===== config.mk =====
export PLATFORM = sky130hd
export DESIGN_NAME = speicher_arbiter
export DESIGN_NICKNAME = d
export VERILOG_FILES = /design/src/rtl/speicher_arbiter.sv
export SDC_FILE = /design/constraint.sdc
export NUM_CORES = 1
export LEC_CHECK = 0
export CAP_MARGIN = 20
export CORE_MARGIN = 1
export CORE_UTILIZATION = 40
export CTS_CLUSTER_SIZE = 20
export DETAILED_ROUTE_END_ITERATION = 7
export GPL_TIMING_DRIVEN = 0
export HOLD_SLACK_MARGIN = 0.06
export PLACE_DENSITY = 0.91
export SLEW_MARGIN = 20
export SYNTH_ARGS = -nofsm -noshare
export SYNTH_HDL_FRONTEND = slang
export SYNTH_SLANG_ARGS = --single-unit
export TNS_END_PERCENT = 20

===== constraint.sdc =====
create_clock -name Clock -period 2.35 [get_ports Clock]
set_clock_uncertainty 0.1 [all_clocks]
set_input_delay 0.705 -clock Clock [delete_from_list [all_inputs] [get_ports Clock]]
set_output_delay 0.705 -clock Clock [all_outputs]
set_load 0.1 [all_outputs]

===== src/rtl/speicher_arbiter.sv =====
// rtl/speicher_arbiter.sv - round-robin arbiter sharing one memory port between fetch and data
module speicher_arbiter #(
   parameter int ADRESS_BREITE = 32,
   parameter int DATEN_BREITE  = 32,
   parameter int TIMEOUT       = 255
) (
   input  logic                     Clock,
   input  logic                     Reset,
   input  logic [ADRESS_BREITE-1:0] InstruktionAdresse,
   input  logic                     LeseInstruktion,
   output logic                     InstruktionGeladen,
   output logic [DATEN_BREITE-1:0]  Instruktion,
   input  logic [ADRESS_BREITE-1:0] DatenAdresse,
   input  logic [DATEN_BREITE-1:0]  DatenRaus,
   input  logic                     LeseDaten,
   input  logic                     SchreibeDaten,
   output logic                     DatenGeladen,
   output logic                     DatenGespeichert,
   output logic [DATEN_BREITE-1:0]  DatenRein,
   output logic [ADRESS_BREITE-1:0] MemAdresse,
   output logic [DATEN_BREITE-1:0]  MemSchreibDaten,
   output logic                     MemLesen,
   output logic                     MemSchreiben,
   input  logic                     MemBereit,
   input  logic [DATEN_BREITE-1:0]  MemLeseDaten,
   output logic                     BusFehler
);
   typedef enum logic [1:0] {LEERLAUF, ZUGRIFF, FERTIG} zustand_t;

   localparam int CW = (TIMEOUT > 0) ? $clog2(TIMEOUT + 1) : 1;
   localparam logic [CW-1:0] LETZTER = CW'((TIMEOUT > 0) ? TIMEOUT - 1 : 0);

   zustand_t                 zustand_q;
   logic                     daten_q;          // grant of the running access: 1 = data port
   logic                     schreib_q;
   logic                     zuletzt_daten_q;
   logic [CW-1:0]            zaehler_q;
   logic [ADRESS_BREITE-1:0] mem_adresse_q;
   logic [DATEN_BREITE-1:0]  mem_schreib_daten_q;
   logic                     mem_lesen_q;
   logic                     mem_schreiben_q;
   logic [DATEN_BREITE-1:0]  instruktion_q;
   logic [DATEN_BREITE-1:0]  daten_rein_q;
   logic                     instr_geladen_q;
   logic                     daten_geladen_q;
   logic                     daten_gespeichert_q;
   logic                     bus_fehler_q;

   logic instr_anf;
   logic daten_anf;
   logic waehle_daten;
   logic schreib_grant;
   logic zeitablauf;

   assign instr_anf     = LeseInstruktion;
   assign daten_anf     = LeseDaten | SchreibeDaten;
   assign waehle_daten  = daten_anf & (~instr_anf | ~zuletzt_daten_q);
   assign schreib_grant = waehle_daten & SchreibeDaten;
   assign zeitablauf    = (TIMEOUT > 0) && (zaehler_q == LETZTER);

   always_ff @(posedge Clock) begin
      if (Reset) begin
         zustand_q           <= LEERLAUF;
         daten_q             <= 1'b0;
         schreib_q           <= 1'b0;
         zuletzt_daten_q     <= 1'b1;
         zaehler_q           <= '0;
         mem_adresse_q       <= '0;
         mem_schreib_daten_q <= '0;
         mem_lesen_q         <= 1'b0;
         mem_schreiben_q     <= 1'b0;
         instruktion_q       <= '0;
         daten_rein_q        <= '0;
         instr_geladen_q     <= 1'b0;
         daten_geladen_q     <= 1'b0;
         daten_gespeichert_q <= 1'b0;
         bus_fehler_q        <= 1'b0;
      end else begin
         instr_geladen_q     <= 1'b0;
         daten_geladen_q     <= 1'b0;
         daten_gespeichert_q <= 1'b0;
         case (zustand_q)
            LEERLAUF: begin
               if (instr_anf || daten_anf) begin
                  daten_q         <= waehle_daten;
                  schreib_q       <= schreib_grant;
                  mem_adresse_q   <= waehle_daten ? DatenAdresse : InstruktionAdresse;
                  mem_lesen_q     <= ~schreib_grant;
                  mem_schreiben_q <= schreib_grant;
                  zaehler_q       <= '0;
                  zustand_q       <= ZUGRIFF;
                  if (schreib_grant) mem_schreib_daten_q <= DatenRaus;
               end
            end
            ZUGRIFF: begin
               // a timed-out read still completes, returning zero, so the CPU never stalls
               if (MemBereit || zeitablauf) begin
                  mem_lesen_q         <= 1'b0;
                  mem_schreiben_q     <= 1'b0;
                  instr_geladen_q     <= ~daten_q;
                  daten_geladen_q     <= daten_q & ~schreib_q;
                  daten_gespeichert_q <= daten_q & schreib_q;
                  zustand_q           <= FERTIG;
                  if (!MemBereit) bus_fehler_q <= 1'b1;
                  if (!schreib_q) begin
                     if (daten_q) daten_rein_q  <= MemBereit ? MemLeseDaten : '0;
                     else         instruktion_q <= MemBereit ? MemLeseDaten : '0;
                  end
               end else begin
                  zaehler_q <= zaehler_q + CW'(1);
               end
            end
            FERTIG: begin
               zuletzt_daten_q <= daten_q;
               zustand_q       <= LEERLAUF;
            end
            default: zustand_q <= LEERLAUF;
         endcase
      end
   end

   assign InstruktionGeladen = instr_geladen_q;
   assign Instruktion        = instruktion_q;
   assign DatenGeladen       = daten_geladen_q;
   assign DatenGespeichert   = daten_gespeichert_q;
   assign DatenRein          = daten_rein_q;
   assign MemAdresse         = mem_adresse_q;
   assign MemSchreibDaten    = mem_schreib_daten_q;
   assign MemLesen           = mem_lesen_q;
   assign MemSchreiben       = mem_schreiben_q;
   assign BusFehler          = bus_fehler_q;
endmodule

# Yosys cells after proc, flatten, opt, wreduce, memory -nomap -nowiden
# Index checks and enable logic that the tools add are counted.
dict set report classes {
  addsub 1
  eq_ne 6
  mux 13
  n_bitwise 14
  reduce_logical 13
}
# cell count
set op_table {}
lappend op_table {{2-to-1 mux 32 bit} 2}
lappend op_table {{2-to-1 mux 8 bit} 2}
lappend op_table {{one-hot mux 8 bit (2 select lines)} 1}
lappend op_table {{AND reduction 3 bit} 4}
lappend op_table {{adder 8 x 1 -> 8 bit, second input constant} 1}
lappend op_table {{== test 8 bit, second input constant} 1}
lappend op_table {{NOT 1 bit} 8}
lappend op_table {{AND reduction 4 bit} 2}
lappend op_table {{!= test 2 bit, second input constant} 3}
lappend op_table {{AND 1 bit} 4}
lappend op_table {{2-to-1 mux 2 bit} 2}
lappend op_table {{one-hot mux 1 bit (2 select lines)} 2}
lappend op_table {{one-hot mux 2 bit (2 select lines)} 1}
lappend op_table {{AND reduction 2 bit} 2}
lappend op_table {{2-to-1 mux 1 bit} 3}
lappend op_table {{OR reduction 3 bit} 1}
lappend op_table {{== test 2 x 1 -> 1 bit, second input constant} 1}
lappend op_table {{== test 2 bit, second input constant} 1}
lappend op_table {{zero test 2 bit} 1}
lappend op_table {{logical OR 1 bit} 2}
lappend op_table {{OR 1 bit} 2}
lappend op_table {{nonzero test 2 bit} 1}
dict set report word_totals {
  register_bits 147
  inputBits 134
}

# Longest topological paths before layout
# Gate-level depths: netlist of the first run.
dict set report depth {
  ltp_word 7
  mapped_depth 7
  mapped_depth_nobuf 6
}

# Worst setup path before layout of the first run
# OpenSTA, ideal clock, no wires.
dict set report synth_path {
  path_type {input to register}
  startpoint {input MemBereit}
  endpoint {register zaehler_q[6]}
  setup_time_ns 0.074
  t_arrival_ns 1.839
  path_slack_ns 0.336
  cell_stages 5
  n_path_buf 1
  path_cell_list {or3b_4 -> a21o_1 -> buf_6 -> or3_1 -> a31oi_1}
}
dict set report synth_via {
  elab_chain_cells 3
}
# element line_no
set synth_lines {}
lappend synth_lines {{start, declared} 24} ;# input logic MemBereit,
lappend synth_lines {{logical OR 1 bit} 97} ;# if (MemBereit || zeitablauf) begin
lappend synth_lines {{!= test 2 bit (no line)} -}
lappend synth_lines {{AND reduction 3 bit (no line)} -}
lappend synth_lines {{end signal, assigned} 110} ;# zaehler_q <= zaehler_q + CW'(1);
lappend synth_lines {{end, declared} 37} ;# logic [CW-1:0] zaehler_q;
# Every way passes these cells.
# A chain may end at the register's enable or synchronous reset.

# Worst setup path after layout of the first run
dict set report layout_path {
  startpoint {register zaehler_q[0]}
  endpoint {register daten_rein_q[1] (netlist: DatenRein[1])}
}
dict set report layout_via {
  elab_chain_cells 3
}
# element line_no
set layout_lines {}
lappend layout_lines {{== test 8 bit} 59} ;# assign zeitablauf = (TIMEOUT > 0) && (zaehler_q == LETZTER);
lappend layout_lines {{logical OR 1 bit} 97}
lappend layout_lines {{AND reduction 4 bit (no line)} -}
lappend layout_lines {{end signal, assigned} 106} ;# if (daten_q) daten_rein_q <= MemBereit ? MemLeseDaten : '0;
lappend layout_lines {{end, declared} 43} ;# logic [DATEN_BREITE-1:0] daten_rein_q;
# Every way passes these cells.

==> run summary, run 1 <==
Critical Path Start -> zaehler_q[0]
Vias/cell -> 5.291
Lkg Pwr -> 3.271 nW
CTS Hold Bufs -> 0
CTS buffer count -> 17
worst hold stages -> 2
post-synth cell types -> 34
post-synthesis adder-cell area fraction -> 0.4673%
DRC -> 0
grt ovf -> 0
synthesized instance count -> 536
clock-pin transition on the worst setup and hold timing paths -> 60 ps
WS Path Type -> register to register
core area -> 12,820 um^2
post-synthesis mux area share -> 6.168%
post-route cell area -> 8949 um^2
fin cells -> 1,006
Slew Limit Fails -> 0
commonest non-fill, non-tap cell in the layout -> dfxtp_1
FP Rows -> 41
EDFF count, synth -> 0
starting density of the core -> 41.76%
Mean Syn Cell Area -> 9.991 um^2
Clock Root Buffer -> clkbuf_16
largest net degree at the start of global routing -> 17
WL/cell -> 16.58 um
total power -> 7.123 mW
Tot GR Track Use -> 24.48%
final hold viol count -> 0
Async SR Flop Fraction -> 0%
count of buffers from port buffering -> 267
most frequent cells in the layout -> dfxtp_1, clkdlybuf4s50_1, clkdlybuf4s15_2, nand2_1, a32o_1
status -> finished clean
Setup Viol. Count Final -> 0
setup bufs post-CTS -> 0
syn nets -> 672
XOR/XNOR Fraction of Synth Area -> 0%
post-synthesis compound-gate area fraction -> 22.90%
Max Freq -> 0.4420 GHz
Clk Latency, worst-skew pair -> 420 ps
first-iteration detailed-routing DRC count -> 354
DRT antenna net count -> 0
total wire length -> 16,680 um
Hold WC Path Type -> register to register
clock buffer depth -> 2
Post-layout nets -> 958
element type at the critical path end -> register
VDD IR max -> 0.4778 mV
die width -> 117.7 um
die area -> 13,850 um^2
combinational family with the most area after synthesis -> compound AO/OA/AOI/OAI gates
startpoint types -> register
Yosys Warn Count -> 0
global-route wire length before repair -> 26,940 um
Ports -> 268
Placed Instance Area -> 8243 um^2
share of cells above drive strength 1 -> 21.22%
WHS -> 353.1 ps
vias in the first global route -> 5,392
top_reg_cell synth -> dfxtp_1
Sink Count -> 147
worst r2r src -> zaehler_q[0]
ant diodes -> 0
Final min period -> 2262 ps
Worst EP arrival -> 2520 ps
Vias -> 5,323
CTS tree -> yes
PD cells -> 795.9 nW/um^2
reg2reg path depth -> 7
flops & latches, synth -> 147
Max Cap Violations -> 0
Area growth, synth to finish -> 67.10%
post-DP HPWL -> 11,990 um
Synth Area in Simple Gates -> 11.66%
hold_sp -> MemSchreibDaten[14]
initial antenna violation count -> 0
Max H-tree Level -> 4
CP required -> 2600 ps
register area share after synthesis -> 54.95%
relative slew slack -> 60.81%
GPL Wtd Cong -> 0.8496
Pre-antenna DRT Iters -> 6
RSZ-0062 raised after global routing -> true
Die Y -> 117.7 um
CP max FO -> 10
period utilisation layout -> 96.27%
synthesized cell area -> 5355 um^2
Worst Tran Pin Value -> 590.6 ps
placed cells -> 975
[cell families after synthesis]
logic type,after synthesis
AOI/OAI and AO/OA,158
DFF,147
and+or+nand+nor,146
buffers and inverters,50
muxes,33
adders and majority gates,2
[synthesized netlist by cell type, types with 6 or more instances]
master	instances	share of area, %
dfxtp_1	147	55
a211oi_1	32	4.5
mux2i_1	33	6.2
clkbuf_1	36	2.5
nor3_1	6	0.56
a32o_1	65	12
nor2_1	41	2.9
a21oi_1	45	4.2
nand3_1	10	0.93
buf_2	9	0.84
nand2_1	72	5.0
[layout make-up]
| class | count | area [um^2] |
|---|---|---|
| fill | 975 | 3876 |
| sequential | 147 | 2943 |
| timing repair buffer | 267 | 2834 |
| multi-input combinational | 339 | 2206 |
| clock buffer | 19 | 432.9 |
| tap | 172 | 215.2 |
| buffer | 48 | 201.4 |
| clock inverter | 12 | 108.9 |
| inverter | 2 | 7.507 |
[metal layers]
| metal | track usage [%] | part of all wire [%] | up-vias |
|---|---|---|---|
| li1 | - | - | 2563 |
| met2 | 42.02 | 50 | 246 |
| met5 | 0 | 0 | - |
| met1 | 27.55 | 40 | 2469 |
| met3 | 6.977 | 6.5 | 45 |
| met4 | 12.50 | 3.7 | 0 |
[flip-flops by register name (all words and copies together), names as in the netlist]
register / flops
schreib_q: 1
zustand_q: 2
MemSchreibDaten: 32
BusFehler: 1
MemSchreiben: 1
MemLesen: 1
DatenGeladen: 1
zaehler_q: 8
Instruktion: 32
DatenRein: 32
InstruktionGeladen: 1
daten_q: 1
MemAdresse: 32
DatenGespeichert: 1
zuletzt_daten_q: 1
[worst paths after layout]
| check | endpoint | slack, ps |
|---|---|---|
| setup / recovery | DatenRein[1] | 90 |
| hold / removal | MemSchreibDaten[14] | 350 |
| setup reg to reg | DatenRein[1] | 90 |
| hold reg to reg | MemSchreibDaten[14] | 350 |
[worst max-delay path, stage by stage, from the launching register on]
cell and delay (ps):
dfxtp_1 370, inv_1 70, ha_1 190, and3_1 230, a21o_1 220, a21oi_1 370, clkbuf_1 440, a32o_1 200
[where the power goes]
part / internal [mW] / total [mW] / switching (mW)
Sequential: 2.63 / 2.71 / 0.0778
Combinational: 0.537 / 1.93 / 1.39
Clock: 1.45 / 2.48 / 1.03
[what timing repair did]
action                     in CTS  in global routing
setup endpoints to repair     135                 41
gates cloned                    0                  0
resized for setup             402                  3
[through the flow]
stage | util [%] | worst slack (ps) | setup TNS (ps)
after floorplan | - | 336.3 | 0
after global placement | 64.27 | -443.5 | -33370
after detailed placement | 64.27 | -434.8 | -33580
after CTS | 69.80 | -68.06 | -68.06
after global routing | 69.78 | -82.19 | -616.1
final | 69.78 | 87.69 | 0
Power figures use the tool's default switching activity.
==> run 2: changes to the inputs <==
==> constraint.sdc (replaced) <==
create_clock -name Clock -period 2.5 [get_ports Clock]
set_clock_uncertainty 0.1 [all_clocks]
set_input_delay 0.75 -clock Clock [delete_from_list [all_inputs] [get_ports Clock]]
set_output_delay 0.75 -clock Clock [all_outputs]
set_load 0.1 [all_outputs]
==> run 2 against run 1 <==
Clock power decreased by 6%. Sequential share of layout area increased by 1.1 points. Non-clock buffer count unchanged. Cell count unchanged.
==> run summary, run 2 (synthesis gave the netlist of run 1 again) <==
initial antenna violation count -> 0 (unchanged)
first-iteration detailed-routing DRC count -> 285 (was 354)
post-route setup TNS -> 0 ps (unchanged)
ant diodes -> 0 (unchanged)
Worst R2R End -> DatenRein[1] (unchanged)
Clk Latency, worst-skew pair -> 420 ps (about the same)
Worst EP arrival -> 1620 ps (was 2520 ps)
Post-layout nets -> 958 (unchanged)
final setup margin -> 27.84 ps (was 87.69 ps)
total wire length -> 16,350 um (was 16,680 um)
global-route wire length before repair -> 26,410 um (was 26,940 um)
grt ovf -> 0 (unchanged)
fin cells -> 1,006 (unchanged)
most frequent cells in the layout -> dfxtp_1, clkdlybuf4s50_1, dlygate4sd2_1, nand2_1, a32o_1 (was dfxtp_1, clkdlybuf4s50_1, clkdlybuf4s15_2, nand2_1, a32o_1)
Place WS -> -329.8 ps (was -434.8 ps)
NetSw -> 2.341 mW (was 2.500 mW)
setup bufs post-CTS -> 0 (unchanged)
Buf+Inv Stages, Crit Path -> 1 (was 2)
delay-heaviest family, CP -> buffers and inverters (was compound AO/OA/AOI/OAI gates)
Setup Viol. Count Final -> 0 (unchanged)
Final min period -> 2472 ps
starting density of the core -> 41.76% (unchanged)
period utilisation layout -> 98.89%
relative slew slack -> 32.31% (was 60.81%)
Max H-tree Level -> 4 (unchanged)
PD cells -> 766.9 nW/um^2 (was 795.9 nW/um^2)
WS Path Type -> register to primary output (was register to register)
Area growth, synth to finish -> 61.75% (was 67.10%)
clock group share of total power -> 35.1% (was 34.8%)
clock buffer depth -> 2 (unchanged)
CP Depth -> 1 (was 7)
Pre-antenna DRT Iters -> 5 (was 6)
Int Pwr -> 4.303 mW (was 4.622 mW)
worst hold stages -> 2 (unchanged)
final hold viol count -> 0 (unchanged)
startpoint types -> register (unchanged)
commonest non-fill, non-tap cell in the layout -> dfxtp_1 (unchanged)
largest net degree at the start of global routing -> 17 (unchanged)
count of buffers from port buffering -> 267 (unchanged)
CP max FO -> 2 (was 10)
DRC -> 0 (unchanged)
FP Rows -> 41 (unchanged)
share of cells above drive strength 1 -> 5.995% (was 21.22%)
die area -> 13,850 um^2 (unchanged)
WHS -> 349.5 ps (was 353.1 ps)
Slew Limit Fails -> 0 (unchanged)
post-DP HPWL -> 11,990 um (unchanged)
worst r2r src -> zaehler_q[0] (unchanged)
Vias -> 5,240 (was 5,323)
element type at the critical path end -> primary output (was register)
Max Cap Violations -> 0 (unchanged)
Die Y -> 117.7 um (unchanged)
Crit path largest cell delay -> 870 ps (was 440 ps)
Tot GR Track Use -> 23.96% (was 24.48%)
CP required -> 1650 ps (was 2600 ps)
CTS Hold Bufs -> 0 (unchanged)
post-route cell area -> 8662 um^2 (was 8949 um^2)
Combinational Power Share -> 26.6% (was 27.1%)
Lkg Pwr -> 3.597 nW (was 3.271 nW)
WL/cell -> 16.26 um (was 16.58 um)
final core utilization -> 67.54% (was 69.78%)
status -> finished clean (unchanged)
RSZ-0062 raised after global routing -> false (was true)
Placed Instance Area -> 8243 um^2 (unchanged)
vias in the first global route -> 5,206 (was 5,392)
R2R setup slack -> 240 ps (was 90 ps)
Max Freq -> 0.4045 GHz
GPL Wtd Cong -> 0.8496 (unchanged)
Hold WC Path Type -> register to register (unchanged)
total power -> 6.643 mW (was 7.123 mW)
Worst Tran Pin Value -> 1019 ps (was 590.6 ps)
Vias/cell -> 5.209 (was 5.291)
Sink Count -> 147 (unchanged)
VDD IR max -> 0.5002 mV (was 0.4778 mV)
CTS tree -> yes (unchanged)
Seq pwr share -> 38.3% (was 38.1%)
placed cells -> 975 (unchanged)
CTS buffer count -> 17 (unchanged)
die width -> 117.7 um (unchanged)
clock-pin transition on the worst setup and hold timing paths -> 60 ps (about the same)
reg2reg path depth -> 7 (unchanged)
core area -> 12,820 um^2 (unchanged)
sw frac -> 35.23% (was 35.11%)
Clock Root Buffer -> clkbuf_16 (unchanged)
DRT antenna net count -> 0 (unchanged)
Ports -> 268 (unchanged)
worst hold endpoint -> MemSchreibDaten[14] (unchanged)
hold_sp -> MemSchreibDaten[14] (unchanged)
Max stage delay cell, worst path -> clkdlybuf4s15_1 (was clkbuf_1)
crit-path cells -> clkdlybuf4s15_1 (was inv_1, ha_1, and3_1, a21o_1, a21oi_1, clkbuf_1, a32o_1)
## run 2: cell types whose count changed in the layout (fill, tap and decap cells not counted), sizes merged
cell           previous run  this run
dlygate4sd2               0        77
clkbuf                   56        61
clkdlybuf4s15           133        51
## run 2: how the worst max path moves through the flow
stage	from	to	slack, ps
2_1_floorplan	MemBereit	zaehler_q[6]	440
3_3_place_gp	Reset	MemSchreiben	-340
3_5_place_dp	Reset	MemSchreiben	-330
4_1_cts	MemAdresse[18]	MemAdresse[18]	0.4
5_1_grt	Instruktion[31]	Instruktion[31]	0.05
6_report	DatenRein[4]	DatenRein[4]	30
## run 2: layout make-up
type                       instances  area (um^2)
clock buffer                      19        432.9
inverter                           2        7.507
fill                            1059         4163
multi-input combinational        339         2206
sequential                       147         2943
clock inverter                    12        108.9
timing repair buffer             267         2549
buffer                            48        200.2
tap                              172        215.2
## run 2: power groups by stage
stage | sequential, mW | clock [mW] | combinational, mW
after CTS | 2.54 | 2.38 | 1.76
after global placement | 2.59 | 0 | 1.83
after detailed placement | 2.60 | 0 | 1.84
after global routing | 2.56 | 2.48 | 1.85
after floorplan | 3.49 | 0 | 0.359
final | 2.55 | 2.33 | 1.77
## run 2: metal layers
metal	GRT usage, %	part of all wire [%]	vias up	wire length, um
li1	-	-	2570	-
met2	41.58	50	222	8215
met5	0	0	-	0
met4	10.10	2.6	0	429
met1	27.49	41	2417	6637
met3	6.686	6.5	31	1071
## run 2: timing repair
action	4_1_cts	5_1_grt
endpoints found under the setup margin	134	53
gates resized for setup	151	50
endpoints found under the hold margin	0	0
==> run 3: changes to the inputs <==
--- a/config.mk
+++ b/config.mk
@@ -13,6 +13,7 @@
 export GPL_TIMING_DRIVEN = 0
 export HOLD_SLACK_MARGIN = 0.06
 export PLACE_DENSITY = 0.91
+export SKIP_CTS_REPAIR_TIMING = 1
 export SLEW_MARGIN = 20
 export SYNTH_ARGS = -nofsm -noshare
 export SYNTH_HDL_FRONTEND = slang
==> run 3 against run 2 <==
Via count grew 0.71%. Combinational power increased by 4%. Maximum frequency up 3.0%. Count of clock-buffer cells in the layout did not move. Setup slack gained 71 ps. Non-clock buffer count unchanged. Largest cell class is now non-clock buffers.
==> run summary, run 3 (synthesis gave the netlist of run 1 again) <==
Tot GR Track Use -> 23.94% (was 23.96%)
clock-pin transition on the worst setup and hold timing paths -> 60 ps (about the same)
largest net degree at the start of global routing -> 17 (unchanged)
Max Freq -> 0.4165 GHz (was 0.4045 GHz)
Int Pwr -> 4.371 mW (was 4.303 mW)
Ports -> 268 (unchanged)
grt ovf -> 0 (unchanged)
Hold WC Path Type -> register to register (unchanged)
Die Y -> 117.7 um (unchanged)
post-DP HPWL -> 11,990 um (unchanged)
Sequential Area -> 2943 um^2 (unchanged)
crit-path cells -> clkdlybuf4s50_1, clkbuf_1, clkbuf_1, nor2_1, a41o_1 (was clkdlybuf4s15_1)
reg2reg path depth -> 7 (unchanged)
CP max FO -> 10 (was 2)
Critical Path Most Common Cell -> clkbuf_1
core area -> 12,820 um^2 (unchanged)
clock buffer depth -> 2 (unchanged)
relative slew slack -> 30.70% (was 32.31%)
Worst Tran Pin Value -> 1038 ps (was 1019 ps)
RSZ-0062 raised after global routing -> false (unchanged)
Sink Count -> 147 (unchanged)
clock group share of total power -> 34.8% (was 35.1%)
sw frac -> 35.09% (was 35.23%)
Final min period -> 2401 ps (was 2472 ps)
starting density of the core -> 41.76% (unchanged)
PD cells -> 738.3 nW/um^2 (was 766.9 nW/um^2)
Post-layout nets -> 958 (unchanged)
Max Cap Violations -> 0 (unchanged)
element type at the critical path end -> register (was primary output)
VDD IR max -> 0.4561 mV (was 0.5002 mV)
FP Rows -> 41 (unchanged)
Vias -> 5,277 (was 5,240)
CP Depth -> 5 (was 1)
status -> finished clean (unchanged)
Clk Latency, worst-skew pair -> 410 ps (was 420 ps)
initial antenna violation count -> 0 (unchanged)
worst hold stages -> 2 (unchanged)
Seq pwr share -> 37.8% (was 38.3%)
Slew Limit Fails -> 0 (unchanged)
NetSw -> 2.363 mW (was 2.341 mW)
share of cells above drive strength 1 -> 5.036% (was 5.995%)
DRT antenna net count -> 0 (unchanged)
ant diodes -> 0 (unchanged)
most frequent cells in the layout -> dfxtp_1, dlymetal6s2s_1, clkdlybuf4s50_1, nand2_1, a32o_1 (was dfxtp_1, clkdlybuf4s50_1, dlygate4sd2_1, nand2_1, a32o_1)
commonest non-fill, non-tap cell in the layout -> dfxtp_1 (unchanged)
CTS tree -> yes (unchanged)
WL/cell -> 17.01 um (was 16.26 um)
GPL Wtd Cong -> 0.8496 (unchanged)
count of buffers from port buffering -> 267 (unchanged)
CTS buffer count -> 17 (unchanged)
Worst EP arrival -> 2600 ps (was 1620 ps)
Fillers -> 929 (was 1,059)
Combinational Power Share -> 27.4% (was 26.6%)
DRC -> 0 (unchanged)
Pre-antenna DRT Iters -> 4 (was 5)
Max stage delay cell, worst path -> clkdlybuf4s50_1 (was clkdlybuf4s15_1)
final hold viol count -> 0 (unchanged)
Max H-tree Level -> 4 (unchanged)
WS Path Type -> input port to register (was register to primary output)
Crit path largest cell delay -> 560 ps (was 870 ps)
Clock Root Buffer -> clkbuf_16 (unchanged)
Area growth, synth to finish -> 70.33% (was 61.75%)
Multi-input gate area -> 2206 um^2 (unchanged)
CP required -> 2700 ps (was 1650 ps)
Lkg Pwr -> 5.492 nW (was 3.597 nW)
startpoint types -> input port (was register)
Vias/cell -> 5.246 (was 5.209)
Buf+Inv Stages, Crit Path -> 3 (was 1)
Setup Viol. Count Final -> 0 (unchanged)
total wire length -> 17,110 um (was 16,350 um)
first-iteration detailed-routing DRC count -> 356 (was 285)
delay-heaviest family, CP -> buffers and inverters (unchanged)
Placed Instance Area -> 8243 um^2 (unchanged)
period utilisation layout -> 96.05% (was 98.89%)
vias in the first global route -> 5,222 (was 5,206)
die area -> 13,850 um^2 (unchanged)
die width -> 117.7 um (unchanged)
post-route cell area -> 9121 um^2 (was 8662 um^2)
post-route setup TNS -> 0 ps (unchanged)
global-route wire length before repair -> 26,410 um (about the same)
[run 3: cell types whose count changed in the layout (fill, tap and decap cells not counted), sizes merged]
cell / before / now
dlymetal6s2s: 0 / 134
clkbuf: 61 / 55
clkdlybuf4s15: 51 / 0
dlygate4sd2: 77 / 0
[run 3: layer usage]
layer | GRT usage [%] | part of all wire [%]
met4 | 10.10 | 2.2
met3 | 6.783 | 5.8
met5 | 0 | 0
met2 | 41.65 | 51
met1 | 27.31 | 40
[run 3: power groups by stage]
stage / clock network, mW / logic [mW] / registers [mW]
final: 2.35 / 1.84 / 2.55
after global routing: 2.48 / 1.92 / 2.56
after CTS: 2.38 / 1.85 / 2.55
after detailed placement: 0 / 1.84 / 2.60
after global placement: 0 / 1.83 / 2.59
after floorplan: 0 / 0.359 / 3.49
[run 3: tightest hold or removal path, cell delays in order (launching register included)]
cell,delay (ps)
dfxtp_1,300
nand2_1,50
a21oi_1,50
[run 3: final timing paths]
kind                  startpoint                  end  slack [ps]
max                        Reset         MemSchreiben         100
min          MemSchreibDaten[14]  MemSchreibDaten[14]         350
max reg2reg         zaehler_q[0]         DatenRein[1]         230
min reg2reg  MemSchreibDaten[14]  MemSchreibDaten[14]         350
[run 3: final cells by class]
| type | instances | area share (%) |
|---|---|---|
| plain buffers | 48 | 2.195 |
| clock inverters | 12 | 1.193 |
| repair buffers | 267 | 32.98 |
| flip-flops and latches | 147 | 32.26 |
| multi-input cells | 339 | 24.18 |
| clock buffers | 19 | 4.746 |
| inverters | 2 | 0.08230 |
| well taps | 172 | 2.359 |
[run 3: per-stage QoR]
stage	power (mW)	setup WS, ps	hold WS, ps	cells	util, %
global route	6.963	4.180	370.7	1006	71.12
finish	6.734	98.77	351.5	1006	71.12
global placement	4.420	-338.5	340.9	975	64.27
detailed placement	4.438	-329.8	346.4	975	64.27
floorplan	3.848	441.3	343.7	536	-
CTS	6.773	-313.8	354.4	1006	68.50
